File: src/rtl/multi_output_fifo.sv
// Circular-buffer FIFO with one push port and NUM_OUTPUT in-order pop slots.
// Slot k shows the k-th oldest entry; a cycle pops the leading run of ready slots.
module multi_output_fifo #(
    parameter int unsigned DEPTH      = 8,
    parameter int unsigned NUM_OUTPUT = 4,
    parameter int unsigned BW         = 32
) (
    input  logic                                clk,
    input  logic                                rst,
    input  logic                                i_valid,
    output logic                                i_ready,
    input  logic [BW-1:0]                       i_data,
    output logic [NUM_OUTPUT-1:0]               o_valid,
    input  logic [NUM_OUTPUT-1:0]               o_ready,
    output logic [NUM_OUTPUT-1:0][BW-1:0]       o_data,
    input  logic                                i_flush,
    output logic [$clog2(DEPTH):0]              o_count
);

    localparam int unsigned PW = (DEPTH > 1) ? $clog2(DEPTH) : 1;
    localparam int unsigned CW = $clog2(DEPTH) + 1;

    logic [PW-1:0] head_q, head_d;
    logic [PW-1:0] tail_q, tail_d;
    logic [CW-1:0] count_q, count_d;
    logic [BW-1:0] mem_q [DEPTH];
    logic [BW-1:0] mem_d [DEPTH];

    logic          push;
    logic          run;
    logic [CW-1:0] pops;

    // Handshake and slot view; flush masks both sides in the same cycle
    always_comb begin
        i_ready = (count_q < CW'(DEPTH)) && !i_flush;
        o_count = count_q;
        for (int k = 0; k < int'(NUM_OUTPUT); k++) begin
            o_valid[k] = (CW'(k) < count_q) && !i_flush;
            o_data[k]  = mem_q[head_q + PW'(k)];
        end
    end

    // Pops = length of the leading run of taken slots starting at slot 0
    always_comb begin
        push = i_valid && i_ready;
        pops = '0;
        run  = 1'b1;
        for (int k = 0; k < int'(NUM_OUTPUT); k++) begin
            if (run && o_valid[k] && o_ready[k]) begin
                pops = pops + CW'(1);
            end else begin
                run = 1'b0;
            end
        end
    end

    always_comb begin
        head_d  = head_q;
        tail_d  = tail_q;
        count_d = count_q;
        mem_d   = mem_q;
        if (i_flush) begin
            head_d  = '0;
            tail_d  = '0;
            count_d = '0;
        end else begin
            if (push) begin
                mem_d[tail_q] = i_data;
                tail_d        = tail_q + PW'(1);
            end
            head_d  = head_q + PW'(pops);
            count_d = count_q + CW'(push) - pops;
        end
    end

    always_ff @(posedge clk or posedge rst) begin
        if (rst) begin
            head_q  <= '0;
            tail_q  <= '0;
            count_q <= '0;
        end else begin
            head_q  <= head_d;
            tail_q  <= tail_d;
            count_q <= count_d;
        end
    end

    // Storage is deliberately left out of reset
    always_ff @(posedge clk) begin
        mem_q <= mem_d;
    end

endmodule

File: config.mk
export PLATFORM = sky130hd
export DESIGN_NAME = multi_output_fifo
export DESIGN_NICKNAME = d
export VERILOG_FILES = /design/src/rtl/multi_output_fifo.sv
export SDC_FILE = /design/constraint.sdc
export NUM_CORES = 1
export LEC_CHECK = 0
export ABC_AREA = 1
export ABC_CLOCK_PERIOD_IN_PS = 6500
export BUFFER_PORTS_ARGS = -buffer_cell sky130_fd_sc_hd__clkbuf_2
export CORE_AREA = 2 2 168 170
export CTS_CLUSTER_SIZE = 24
export DETAILED_ROUTE_END_ITERATION = 16
export DIE_AREA = 0 0 170 172
export PLACE_DENSITY = 0.76
export SYNTH_ARGS = -nofsm -noshare
export SYNTH_HDL_FRONTEND = slang
export SYNTH_SLANG_ARGS = --single-unit
File: constraint.sdc
create_clock -name clk -period 6.5 [get_ports clk]
set_input_delay 0.325 -clock clk [delete_from_list [all_inputs] [get_ports clk]]
set_output_delay 0.325 -clock clk [all_outputs]
set_load 0.1 [all_outputs]
==> reports/qor.yml <==
clock_network:
  clk_latency_ns: 0.53
  cts_buffers: 29
  clkSlewWorstSetupHoldPaths_ns: 0.06
  cts.sinks: 266
  tritoncts: "built"
  cts_buffer_depth: 3
  ctsResizeCount: 0
  ctsHtreeMaxLevel: 1
  root_buffer: "clkbuf_16"
floorplanning:
  start_util_pct: 54.5
  die_x_um: 170
  dieArea_um2: 29200
  io_pins: 177
  core.rowCount: 61
  fp.coreArea_um2: 27500
  die_h_um: 172
cells_and_area:
  final_util_pct: 61.6
  final_common_cell: "nand2_1"
  fillerInstances: 2264
  final_cell_mix: "nand2_1, o21ai_0, edfxtp_1, clkbuf_2, inv_1"
  final_cells: 2229
  drive_gt1_share_pct: 14.2
  nets: 1918
  antenna_cells: 0
  areaGrowthSynthToFinish_pct: 13.1
place:
  routabilityCongestion: 0.805
  dp_hpwl_um: 25400
  dp.cells: 2177
  io_buffers: 176
route:
  dr.pass1.iters: 5
  num_vias: 13029
  drtIter0Drc: 1252
  wl_per_cell_um: 18.5
  drc: 0
  routed_wirelength_um: 41300
  via_per_inst: 5.85
  ant_nets: 0
yosys:
  ys_seq_area_share_pct: 53.0
  synth_warnings: 0
  synth_cell_types: 32
  synthCells: 1757
  synth_top_area_share_pct: 51.3
  syn_area_um2: 15000
  ys_ff_latch: 266
  synth_fp_nets: 1812
  synth.avg_cell_area_um2: 8.52
  synth_largest_area_cell: "edfxtp_1"
  ys_top_cells_by_area: "edfxtp_1, o21ai_0, nand2_1, nor2_1, inv_1"
worst_setup_path:
  path_buf_inv: 4
  worstPathRequired_ns: 6.17
  crit_type: "reg2out"
  cpPeakStageDelay_ns: 0.97
  worstPathMaxFanout: 96
  cp_slowest_cell: "dfrtp_4"
  end_kind: "output pin"
  cpLargestDelayFamily: "buffers and inverters"
  path_cells: "inv_1 -> ha_4 -> clkinv_2 -> buf_4 -> o21ai_0 -> o22a_1 -> clkbuf_2"
  cp_data_arrival_time_ns: 4.61
  startpoint_type: "flop"
timing:
  timing.fmax_ghz: 0.203
  setup_tns_ns: 0
  worstMarginPinSlew_ns: 1.25
  finClkSkew_ns: 0.00512
  holdWs_ns: 0.0626
  period_share_pct: 75.9
  final.min_clock_period_ns: 4.93
  slew_headroom_pct: 16.8
  drv_slew: 0
  finalHoldViolations: 0
  setup-violations-final: 0
  grt_setup_unrepaired: "no"
global_route:
  antenna_found_initial: 1
  grt_pass1_vias: 12111
  grt_pass1_wl_um: 62900
  grt_max_degree: 284
  grt_util_all_layers_pct: 27.9
  grt.overflow.total: 0
outcome:
  status: "completed"
hold_path:
  worstHoldPathType: "in2reg"
job:
  maxCapViolations: 0
## logic make-up after synthesis
| kind of cell | Yosys count | synth area share [%] |
|---|---|---|
| simple gates | 692 | 18.3 |
| mux | 2 | 0.134 |
| compound gates | 497 | 18.9 |
| fa+ha+maj | 15 | 1.35 |
| flops | 266 | 53.0 |
| buf+inv | 278 | 7.89 |
| xor+xnor | 7 | 0.409 |
## worst paths after layout
kind / from / to / slack [ns] / cells past startpoint
min: i_data[25] / mem_q[217] / 0.06 / 1
max: head_q[0] / o_data[32] / 1.57 / 7
max reg2reg: o_count[3] / o_count[3] / 2.70 / 23
min in group asynchronous: rst / o_count[0] / 0.31 / 3
min reg2reg: tail_q[0] / tail_q[0] / 0.62 / 2
max in group asynchronous: rst / head_q[0] / 5.87 / 3
## final cells by class
class                      instances  area (um^2)  area share, %
timing repair buffer             197         1050           6.22
multi-input combinational       1213         5970           35.2
clock inverter                    16          205           1.21
tap                              346          433           2.56
inverter                         156          587           3.46
sequential                       266         7940           46.9
clock buffer                      35          748           4.42
## what timing repair did
action,in CTS,in global routing
buffers inserted,0,0
hold endpoints to repair,10,0
hold buffers,1,0
## registers in the layout, summed over array words and instances, names as in the netlist
name     count
mem_q      256
o_count      4
head_q       3
tail_q       3
## worst register-to-register path: cells and delay by family, from the launching register on
family	cells	cell delay, ns
AO/OA/AOI/OAI	4	0.80
XOR/XNOR	1	0.18
AND/OR/NAND/NOR	9	0.90
adder cells (fa/ha/maj)	4	1.09
flip-flops	1	0.42
buffers and inverters	5	0.29
## layer usage
| layer | vias up | GRT usage (%) | share of wire, % |
|---|---|---|---|
| met4 | 2 | 12.0 | 4.0 |
| met2 | 649 | 46.9 | 47 |
| li1 | 6200 | - | - |
| met1 | 6060 | 36.3 | 40 |
| met5 | - | 0 | 0.029 |
| met3 | 118 | 4.35 | 8.8 |
## Yosys cell counts (all sizes together)
cell / number
a21oi: 16
a21o: 1
ha: 13
or2: 12
edfxtp: 256
o22ai: 15
nand2: 476
nand3b: 2
xor2: 4
o21ai: 393
o22a: 64
nand3: 3
mux2i: 2
buf: 47
nor2: 156
o2111ai: 2
a211o: 6
fa: 2
nand4: 43
clkbuf: 75
dfrtp: 10
xnor2: 3
inv: 156
## metrics by stage
stage	cell area (um^2)	setup slack, ns
global route	16900	1.19
detailed placement	16000	2.18
finish	16900	1.57
CTS	16900	1.61
global placement	16000	2.42
floorplan	15000	0.459
Power is left out: the tool's default activity adds up to more than one toggle a clock period on the data nets, which glitch-free logic cannot reach.
